===== config.mk =====
export PLATFORM = sky130hd
export DESIGN_NAME = id_inst_buffer
export DESIGN_NICKNAME = d
export VERILOG_FILES = /design/src/rtl/id_inst_buffer.sv
export SDC_FILE = /design/constraint.sdc
export NUM_CORES = 1
export LEC_CHECK = 0
export BUFFER_PORTS_ARGS = -buffer_cell sky130_fd_sc_hd__buf_2
export CELL_PAD_IN_SITES_DETAIL_PLACEMENT = 0
export CELL_PAD_IN_SITES_GLOBAL_PLACEMENT = 1
export CORE_UTILIZATION = 40
export CTS_BUF_LIST = sky130_fd_sc_hd__clkbuf_4 sky130_fd_sc_hd__clkbuf_8 sky130_fd_sc_hd__clkbuf_16
export CTS_CLUSTER_SIZE = 12
export DETAILED_ROUTE_END_ITERATION = 10
export HOLD_SLACK_MARGIN = 0.05
export PLACE_DENSITY = 0.75
export SYNTH_ARGS = -nofsm -noshare
export SYNTH_HDL_FRONTEND = slang
export SYNTH_SLANG_ARGS = --single-unit

===== constraint.sdc =====
create_clock -name clk -period 4.1 [get_ports clk]
set_clock_uncertainty 0.05 [all_clocks]
set_input_delay 0.41 -clock clk [delete_from_list [all_inputs] [get_ports clk]]
set_output_delay 0.41 -clock clk [all_outputs]
set_load 0.05 [all_outputs]

===== src/rtl/id_inst_buffer.sv =====
// IF->ID instruction buffer: DEPTH-entry FIFO of {pc, inst} with a bubble-masked head and a delay-slot-aware flush.
// Optional same-cycle bypass into an empty buffer is enabled by defining ID_BUF_BYPASS_EN.
module id_inst_buffer #(
  parameter int DEPTH  = 4,
  parameter int PC_W   = 32,
  parameter int INST_W = 32
) (
  input  logic                         clk,
  input  logic                         rst,
  input  logic                         in_valid,
  output logic                         in_ready,
  input  logic [PC_W-1:0]              in_pc,
  input  logic [INST_W-1:0]            in_inst,
  output logic                         out_valid,
  input  logic                         out_ready,
  output logic [PC_W-1:0]              out_pc,
  output logic [INST_W-1:0]            out_inst,
  input  logic                         flush,
  input  logic                         flush_ds,
  output logic [$clog2(DEPTH+1)-1:0]   count
);

  localparam int PW = $clog2(DEPTH);
  localparam int CW = $clog2(DEPTH+1);
  localparam logic [CW-1:0] FULL = CW'(DEPTH);

  logic [PC_W-1:0]   pc_mem   [DEPTH];
  logic [INST_W-1:0] inst_mem [DEPTH];
  logic [PW-1:0]     wp, rp, wp_nxt, rp_nxt;
  logic [CW-1:0]     count_nxt;
  logic              empty, bypass, wr_en, push, pop;

  assign empty    = (count == '0);
  assign in_ready = (count != FULL);

`ifdef ID_BUF_BYPASS_EN
  // An empty buffer forwards IF straight to decode; suppressed while flushing.
  assign bypass = empty & in_valid & ~flush;
`else
  assign bypass = 1'b0;
`endif

  assign out_valid = ~empty | bypass;

  always_comb begin
    out_pc   = '0;
    out_inst = '0;
    if (!empty) begin
      out_pc   = pc_mem[rp];
      out_inst = inst_mem[rp];
    end else if (bypass) begin
      out_pc   = in_pc;
      out_inst = in_inst;
    end
  end

  always_comb begin
    wr_en     = 1'b0;
    push      = 1'b0;
    pop       = 1'b0;
    wp_nxt    = wp;
    rp_nxt    = rp;
    count_nxt = count;
    if (flush) begin
      if (!flush_ds) begin
        count_nxt = '0;
        rp_nxt    = wp;
      end else if (!empty) begin
        // Head is the delay slot: keep only it, ignore any pop of it.
        count_nxt = CW'(1);
        wp_nxt    = rp + PW'(1);
      end else if (in_valid) begin
        wr_en     = 1'b1;
        wp_nxt    = wp + PW'(1);
        count_nxt = CW'(1);
      end
    end else begin
      push  = in_valid & in_ready & ~(bypass & out_ready);
      pop   = ~empty & out_ready;
      wr_en = push;
      if (push) wp_nxt = wp + PW'(1);
      if (pop)  rp_nxt = rp + PW'(1);
      case ({push, pop})
        2'b10:   count_nxt = count + CW'(1);
        2'b01:   count_nxt = count - CW'(1);
        default: count_nxt = count;
      endcase
    end
  end

  always_ff @(posedge clk or posedge rst) begin
    if (rst) begin
      wp    <= '0;
      rp    <= '0;
      count <= '0;
    end else begin
      wp    <= wp_nxt;
      rp    <= rp_nxt;
      count <= count_nxt;
    end
  end

  // Storage is data only and carries no reset.
  always_ff @(posedge clk) begin
    if (wr_en) begin
      pc_mem[wp]   <= in_pc;
      inst_mem[wp] <= in_inst;
    end
  end

endmodule


==> results of run 1 <==
==> cells by family (layout without fill, tap and decap cells) <==
| group | Yosys count | after routing | share of synthesized area |
|---|---|---|---|
| flip-flops | 263 | 263 | 0.762 |
| AO/OA/AOI/OAI | 18 | 18 | 0.0154 |
| multiplexers | 66 | 66 | 0.144 |
| XOR/XNOR | 1 | 1 | 0.000849 |
| buffers and inverters | 31 | 248 | 0.0185 |
| other | 0 | 1 | 0 |
| AND/OR/NAND/NOR | 93 | 93 | 0.0531 |
| adder cells (fa/ha/maj) | 5 | 5 | 0.00679 |
==> path summary, 6_finish.rpt <==
| path | start | to | slack, ns | cells after the start |
|---|---|---|---|---|
| worst min-delay path | in_inst[6] | inst_mem[0][6] | 0.07 | 1 |
| worst min register to register | wp[1] | wp[1] | 0.55 | 1 |
| worst max-delay path | rp[0] | out_pc[3] | 0.96 | 4 |
| min in group asynchronous | rst | count[2] | 0.32 | 3 |
| max in group asynchronous | rst | rp[1] | 3.44 | 3 |
| worst max register to register | count[2] | inst_mem[3][11] | 1.53 | 3 |
==> sequential cells by signal, indices dropped and copies added (netlist names) <==
| signal | flops |
|---|---|
| rp | 2 |
| count | 3 |
| inst_mem | 128 |
| pc_mem | 128 |
| wp | 2 |
==> what timing repair did <==
item	4_1_cts	5_1_grt
endpoints found under the hold margin	218	4
setup buffers	0	0
hold buffers	55	1
==> critical path, delay by kind of cell, from the launching register on <==
family / cells / cell delay, ns
buf+inv: 2 / 0.57
mux: 1 / 0.60
flops: 1 / 0.77
simple gates: 1 / 0.18
==> stage by stage <==
step	instances	total power, mW	hold WS, ns	utilization
final	1025	9.57	0.0743	0.504
after global routing	1025	10.0	0.0504	0.504
after CTS	1023	9.71	0.0503	0.503
after detailed placement	922	7.36	0.310	0.448
after global placement	922	7.29	0.300	0.448
after floorplan	477	6.53	0.163	-
==> power by group through the flow <==
stage	clock network [mW]	logic [mW]	registers, mW
after floorplan	0	2.94	3.58
after global placement	0	3.53	3.76
after detailed placement	0	3.57	3.79
after CTS	2.36	3.62	3.74
after global routing	2.46	3.77	3.77
final	2.30	3.55	3.72
==> metal layers <==
layer,GRT usage,up-vias,part of all wire
li1,-,2336,-
met1,0.186,2614,0.42
met2,0.264,155,0.51
met3,0.0280,32,0.046
met4,0.0438,0,0.024
met5,0,-,0
==> area by class of cell <==
| cell class | instances | area [sq um] | area share |
|---|---|---|---|
| antenna | 1 | 2.50 | 0.000197 |
| sequential | 263 | 7870 | 0.619 |
| timing repair buffer | 197 | 1290 | 0.101 |
| tap | 330 | 413 | 0.0325 |
| clock inverter | 12 | 78.8 | 0.00620 |
| inverter | 5 | 18.8 | 0.00148 |
| multi-input combinational | 183 | 2290 | 0.180 |
| clock buffer | 34 | 763 | 0.0600 |
==> placed cells by master, fill, tap and decap left out, types with 2 or more instances in the layout <==
cell / count
edfxtp_1: 256
buf_2: 138
and2_1: 64
nand2_1: 6
clkinv_1: 5
mux4_1: 5
mux4_2: 59
nand3_1: 3
nand3b_1: 2
dfrtp_1: 5
and3_1: 2
nor3_1: 4
dlygate4sd3_1: 56
clkbuf_16: 29
clkinv_2: 6
ha_1: 4
dfrtp_4: 2
and3_4: 4
a21oi_1: 3
buf_4: 2
inv_1: 5
nor2_1: 5
o21ai_0: 2
clkbuf_4: 5
==> impl_metrics.tcl, run 1 <==
set metrics [dict create \
    synth_top_area_share 0.745 \
    finalHoldViolations 0 \
    cts.reportedPaths.clkPinSlew_ns 0.06 \
    fmaxAchievable_mhz 318 \
    postSynthCellCount 477 \
    dr.first_iter.drc_count 232 \
    overflow 0 \
    postSynth.asyncResetShare 0.0266 \
    yosysWarnings 0 \
    net-switching-power_mw 3.60 \
    finish.net_count 753 \
    die_area_sq_um 26400 \
    worst-endpoint-arrival_ns 2.68 \
    clock_power_share 0.240 \
    power_density_nw_per_um2 752 \
    synth.cell_area_sq_um 10300 \
    peakVddDrop_mv 0.482 \
    detail_route.drc_violations 0 \
    status "finished clean" \
    ctsHtreeMaxLevel 1 \
    synth.ff_latch_count 263 \
    vias 5137 \
    timing_worst_setup_path_type "reg2out" \
    startpoint_type "register" \
    drive_gt1_frac 0.365 \
    rows 58 \
    rsz0062_at_grt "no" \
    wl_per_cell_microns 18.6 \
    worstMarginPinSlew_ns 1.02 \
    intPower_mw 5.97 \
    drv_cap 0 \
    grt_use_total 0.149 \
    detailed_place.area_sq_um 11300 \
    setup_tns_ns 0 \
    cts.path.max_buffers 3 \
    required_time_at_the_endpoint_of_the_critical_path_ns 3.64 \
    dpl_ws_ns 1.38 \
    critical_path_peak_fanout 36 \
    final_design_area_no_fill_sq_um 12700 \
    postRouteAntennaNets 0 \
    mean_cell_area_of_the_mapped_netlist_sq_um 21.6 \
    hpwlAfterDp_microns 10800 \
    netSwitchingFraction 0.376 \
    yosys.cell_count.top_type "edfxtp_1" \
    flow.area_growth_from_synthesis_pct 23.3 \
    placement.io_buffers 138 \
    timing.slew.headroom 0.317 \
    number_of_i_o_pins 139 \
    place_congestion 0.764 \
    synthDistinctLibCells 41 \
    synth-seq-area-share 0.762 \
    cts_tree "done" \
    clockRootBuffer "clkbuf_16" \
    grt_start_max_net_pins 68 \
    cts_sinks 263 \
    power_frac_comb 0.371 \
    synthTopCellsByArea "edfxtp_1 (74%), mux4_2 (13%), and2_1 (3.9%), dfrtp_1 (1.7%), mux4_1 (1.3%)" \
    cts.repair.resized 0 \
    cellLeakagePower_nw 4.47 \
    setup_viol 0 \
    insertion_delay_ns 0.52 \
    postLayoutSetupSlackWorst_ns 0.957 \
    finalMaxSlewViolations 0 \
    synth.top_cells.by_count "edfxtp_1 (256), and2_1 (64), mux4_2 (59), buf_2 (13), dfrtp_1 (7)" \
    hold_path_class "in2reg" \
    initial_core_util 0.409 \
    die-height_microns 163 \
    synth-edff-count 256 \
    drtPass1Iterations 5 \
    grt_first_pass_wirelength_microns 30000 \
    floorplan.core_area_sq_um 25300 \
    die-width_microns 163 \
    finalWorstPathRequiredPeriod_ns 3.14 \
    timing.critical_path.cells "buf_12, mux4_1, and2_1, buf_2" \
    synth_fp_nets 552 \
    num-fill-cells 2090 \
    synth_flop_cell "edfxtp_1" \
    cts_inserted_buffers 28 \
    seq_power_share 0.389 \
    initial_antenna_violation_count 1 \
    critPathCaptureType "output pin" \
    viasPerCell 5.01 \
    final_worst_path_period_share 0.767 \
    detailed_route_wl_microns 19100 \
    timing.critical_path.slowest_stage_cell "dfrtp_4" \
    crit_path_max_incr_delay_ns 0.77 \
    first_global_vias 5449 \
    biggest_area_consumer_among_synthesized_cells "edfxtp_1" \
]
(Power assumes the default switching activity.)
==> inputs of run 2 (changes only) <==
- clock period: 4.1 -> 2.9 ns (I/O delays scaled with it)
==> run 2 against run 1 <==
  * Die area is the same
  * Count of clock-buffer cells in the layout grew 1
  * Hold slack gained 0.014 ns
  * Sequential share of layout area shrank 1.4 points
  * Utilization grew 1.1 points
  * Combinational power grew 52%
  * Worst setup slack lost 0.80 ns
  * Highest routed layer unchanged
  * First-iteration DRC count grew 49%
  * Critical endpoint is now out_inst[18]
  * Total power grew 42%
  * Sequential power grew 38%
  * Largest cell class unchanged
==> impl_metrics.tcl, run 2 (same netlist as run 1, synthesis figures left out) <==
set metrics [dict create \
    overflow 0 \
    finish.net_count 776 \
    drtPass1Iterations 4 \
    finalWorstPathRequiredPeriod_ns 2.75 \
    hold_path_startpoint "in_valid" \
    wl_per_cell_microns 19.3 \
    ctsHtreeMaxLevel 1 \
    layout_commonest_cell "edfxtp_1" \
    final_worst_path_period_share 0.947 \
    timing_worst_setup_path_type "reg2out" \
    drv_cap 0 \
    dpl.cell_count 935 \
    grt_first_pass_wirelength_microns 31400 \
    place_congestion 0.721 \
    post_layout_nonfiller_instances 1047 \
    detailed_route_wl_microns 20200 \
    hold_path_class "in2reg" \
    worstMarginPinSlew_ns 0.632 \
    finalMaxSlewViolations 0 \
    peakVddDrop_mv 0.643 \
    num-fill-cells 2026 \
    biggestRegsByFlops "inst_mem (128), pc_mem (128), count (3)" \
    setup_viol 0 \
    grt_start_max_net_pins 46 \
    floorplan.core_area_sq_um 25300 \
    utilization 0.515 \
    register_area_sq_um 7870 \
    cts_tree "done" \
    required_time_at_the_endpoint_of_the_critical_path_ns 2.56 \
    clock_power_share 0.225 \
    detail_route.drc_violations 0 \
    cts.repair.resized 0 \
    die-height_microns 163 \
    critical_path_peak_fanout 34 \
    viasPerCell 5.03 \
    hpwlAfterDp_microns 12200 \
    cts.path.max_buffers 3 \
    status "finished clean" \
    die_area_sq_um 26400 \
    timing.slew.headroom 0.576 \
    power_density_nw_per_um2 1040 \
    dr.first_iter.drc_count 345 \
    finalHoldViolations 0 \
    die-width_microns 163 \
    crit-reg2reg-launch "count[2]" \
    cellLeakagePower_nw 4.59 \
    setup_tns_ns 0 \
    initial_core_util 0.409 \
    cts_sinks 263 \
    rows 58 \
    placement.io_buffers 138 \
    first_global_vias 5639 \
    intPower_mw 8.45 \
    grt_use_total 0.156 \
    initial_antenna_violation_count 1 \
    insertion_delay_ns 0.52 \
    vias 5269 \
    netSwitchingFraction 0.378 \
    fmaxAchievable_mhz 364 \
    worst-endpoint-arrival_ns 2.41 \
    critPathCaptureType "output pin" \
    seq_power_share 0.378 \
    drive_gt1_frac 0.367 \
    net-switching-power_mw 5.13 \
    cts_inserted_buffers 27 \
    clockRootBuffer "clkbuf_16" \
    launch_point_of_the_critical_path "rp[1]" \
    cts.reportedPaths.clkPinSlew_ns 0.06 \
    startpoint_type "register" \
    total_area_of_multi_input_combinational_cells_sq_um 2290 \
    power_frac_comb 0.397 \
    flow.area_growth_from_synthesis_pct 26.0 \
    rsz0062_at_grt "no" \
    postRouteAntennaNets 0 \
    number_of_i_o_pins 139 \
    mostFrequentLayoutCells "edfxtp_1 (256), buf_2 (138), dlygate4sd3_1 (66), and2_1 (64), mux4_2 (59)" \
]
==> run 2: final cells by class <==
type / instances / share of cell area
Inverter: 5 / 0.00144
Timing Repair Buffer: 221 / 0.126
Clock inverter: 9 / 0.00308
Clock buffer: 35 / 0.0566
Antenna cell: 1 / 0.000192
Multi-Input combinational cell: 183 / 0.176
Sequential cell: 263 / 0.605
Tap cell: 330 / 0.0317
==> run 2: through the flow <==
step,total power [mW],worst slack (ns),instance area (sq um),hold WS [ns]
2_1_floorplan,9.21,0.190,10300,0.0434
3_3_place_gp,10.5,0.561,11500,0.186
3_5_place_dp,10.6,0.517,11500,0.185
4_1_cts,13.8,0.0767,13000,0.0658
5_1_grt,14.2,0.0609,13000,0.107
6_report,13.6,0.153,13000,0.0883
==> run 2: layer usage <==
metal,part of all wire,GRT usage,up-vias
met2,0.52,0.279,144
met3,0.042,0.0244,33
met5,0,0,-
met4,0.021,0.0467,0
li1,-,-,2385
met1,0.42,0.196,2707
==> run 2: worst paths after layout <==
kind / cells past startpoint / slack [ns] / to
setup reg to reg: 4 / 0.52 / pc_mem[3][3]
setup / recovery: 4 / 0.15 / out_inst[18]
max in group asynchronous: 3 / 2.35 / rp[1]
hold reg to reg: 1 / 0.55 / wp[1]
min in group asynchronous: 3 / 0.20 / count[2]
hold / removal: 3 / 0.09 / count[2]
==> run 2: worst max-delay path, stage by stage, from the launching register on <==
cell	delay, ns
dfrtp_4	0.80
buf_4	0.34
mux4_2	0.33
and2_1	0.19
buf_2	0.21
==> run 2: what timing repair did <==
item / CTS / global route
endpoints found under the hold margin: 264 / 0
hold buffers: 66 / 0
endpoints found under the setup margin: 13 / 0
buffers inserted: 1 / 0
==> run 2: power groups by stage <==
stage               Clock [mW]  Combinational, mW  Sequential (mW)
finish                    3.05               5.39             5.13
CTS                       3.15               5.49             5.15
floorplan                    0               4.16             5.05
global route              3.28               5.72             5.19
detailed placement           0               5.33             5.26
global placement             0               5.30             5.21
==> inputs of run 3 (changes only) <==
- CORE_UTILIZATION: 40 -> 50
- CTS_CLUSTER_SIZE: 12 -> unset
- MAX_ROUTING_LAYER: unset -> met4
- PLACE_DENSITY: 0.75 -> 0.89
==> run 3 against run 2 <==
  * Register-to-register slack improved by 0.06 ns
  * Routed wire length is 2.9% lower
  * Design area fell by 0.91%
  * Cell count down 5.6%
  * Fmax rose by 0.37%
  * Count of clock-buffer cells in the layout fell by 3
  * Non-clock buffer count down 1
  * Combinational power is 0.7% lower
  * Via count increased by 1.2%
  * Clock power increased by 3%
  * Global-route usage rose by 3.9 points
  * Utilization up 12 points
  * Critical path type unchanged
  * Largest cell class unchanged
==> impl_metrics.tcl, run 3 (same netlist as run 1, synthesis figures left out) <==
set metrics [dict create \
    die-width_microns 146 \
    finish.net_count 775 \
    cts.repair.resized 0 \
    die-height_microns 146 \
    cts_setup_buffers 0 \
    viasPerCell 5.40 \
    placement.io_buffers 138 \
    timing_worst_setup_path_type "reg2out" \
    fmaxAchievable_mhz 365 \
    critPathCaptureType "output pin" \
    floorplan.core_area_sq_um 20200 \
    mostFrequentLayoutCells "edfxtp_1 (256), buf_2 (138), dlygate4sd3_1 (66), and2_1 (64), mux4_2 (59)" \
    power_density_nw_per_um2 1060 \
    cts.reportedPaths.clkPinSlew_ns 0.06 \
    fin_total_pwr_mw 13.6 \
    first_global_vias 5720 \
    hold_path_class "in2reg" \
    timing.critical_path.cells "or3_2, buf_4, and2_1, buf_2" \
    finalHoldViolations 0 \
    grt_start_max_net_pins 70 \
    grt_use_total 0.196 \
    drv_cap 0 \
    worst_r2r_path_depth 4 \
    rsz0062_at_grt "no" \
    cellLeakagePower_nw 4.57 \
    dr.first_iter.drc_count 340 \
    startpoint_type "register" \
    peakVddDrop_mv 0.718 \
    wl_per_cell_microns 19.9 \
    required_time_at_the_endpoint_of_the_critical_path_ns 2.56 \
    hold_depth 3 \
    timing.critical_path.slowest_stage_cell "or3_2" \
    initial_core_util 0.510 \
    vias 5333 \
    cts_inserted_buffers 27 \
    drive_gt1_frac 0.368 \
    rows 52 \
    ctsHtreeMaxLevel 1 \
    layout_commonest_cell "edfxtp_1" \
    cts_tree "done" \
    num-fill-cells 1363 \
    timing.slew.headroom 0.571 \
    hpwlAfterDp_microns 11800 \
    worst-endpoint-arrival_ns 2.40 \
    setup_viol 0 \
    cts_sinks 263 \
    utilization 0.637 \
    number_of_i_o_pins 139 \
    worstMarginPinSlew_ns 0.643 \
    die_area_sq_um 21200 \
    final_worst_path_period_share 0.944 \
    overflow 0 \
    finalWorstPathRequiredPeriod_ns 2.74 \
    clockRootBuffer "clkbuf_16" \
    biggestRegsByFlops "inst_mem (128), pc_mem (128), count (3)" \
    postRouteAntennaNets 0 \
    insertion_delay_ns 0.52 \
    drtPass1Iterations 4 \
    critical_path_peak_fanout 69 \
    status "finished clean" \
    detailed_route_wl_microns 19600 \
    setup_tns_ns 0 \
    flow.area_growth_from_synthesis_pct 24.9 \
    cts.path.max_buffers 3 \
    crit_path_max_incr_delay_ns 0.52 \
    detail_route.drc_violations 0 \
    grt_first_pass_wirelength_microns 31000 \
    place_congestion 0.803 \
    hold_ws_ns 0.0927 \
    finalMaxSlewViolations 0 \
    initial_antenna_violation_count 1 \
]
==> run 3: cell types whose count changed in the layout (fill, tap and decap cells not counted), sizes merged <==
cell      change
inv           -1
clkinv        +1
clkinvlp      +4
bufinv        +1
buf           -1
clkbuf        -3
==> run 3: worst max-delay path: cells and delay by family, from the launching register on <==
family	cells	cell delay, ns
AND/OR/NAND/NOR	2	0.80
buffers and inverters	2	0.56
flip-flops	1	0.49
==> run 3: layer usage <==
| metal | track usage | up-vias | routed length [microns] |
|---|---|---|---|
| met3 | 0.0320 | 28 | 1150 |
| met1 | 0.256 | 2719 | 8230 |
| met5 | - | - | 0 |
| met4 | 0.0547 | 0 | 319 |
| met2 | 0.321 | 195 | 9920 |
| li1 | - | 2391 | - |
==> run 3: timing repair <==
item	in CTS	in global routing
hold endpoints to repair	264	0
hold buffers	66	0
setup endpoints to repair	0	0
==> run 3: power by group <==
group	internal (mW)	leakage (nW)	switching (mW)
Combinational	1.81	1.76	3.54
Sequential	4.82	2.41	0.299
Clock	1.83	0.389	1.32
Total	8.45	4.57	5.16
==> run 3: metrics by stage <==
| stage | cells | cell area, sq um | setup slack (ns) |
|---|---|---|---|
| finish | 988 | 12900 | 0.163 |
| global placement | 875 | 11400 | 0.640 |
| floorplan | 477 | 10300 | 0.190 |
| detailed placement | 875 | 11400 | 0.578 |
| global route | 988 | 12900 | 0.0504 |
| CTS | 987 | 12900 | 0.122 |
==> run 3: final timing paths <==
path / slack (ns) / end / from
worst max-delay path: 0.16 / out_pc[12] / count[0]
worst min-delay path: 0.09 / count[2] / in_valid
worst max register to register: 0.58 / inst_mem[2][0] / count[2]
worst min register to register: 0.54 / wp[1] / wp[1]
max in group asynchronous: 2.34 / rp[1] / rst
min in group asynchronous: 0.20 / count[0] / rst
==> run 3: final cells by class <==
type                    count  area, sq um  share of cell area
flip-flops and latches    263         7870               0.611
multi-input cells         183         2290               0.178
repair buffers            220         1560               0.121
clock buffers              32          713              0.0553
well taps                 270          338              0.0262
clock inverters            14         96.3             0.00748
inverters                   5         18.8             0.00146
diodes                      1         2.50            0.000194
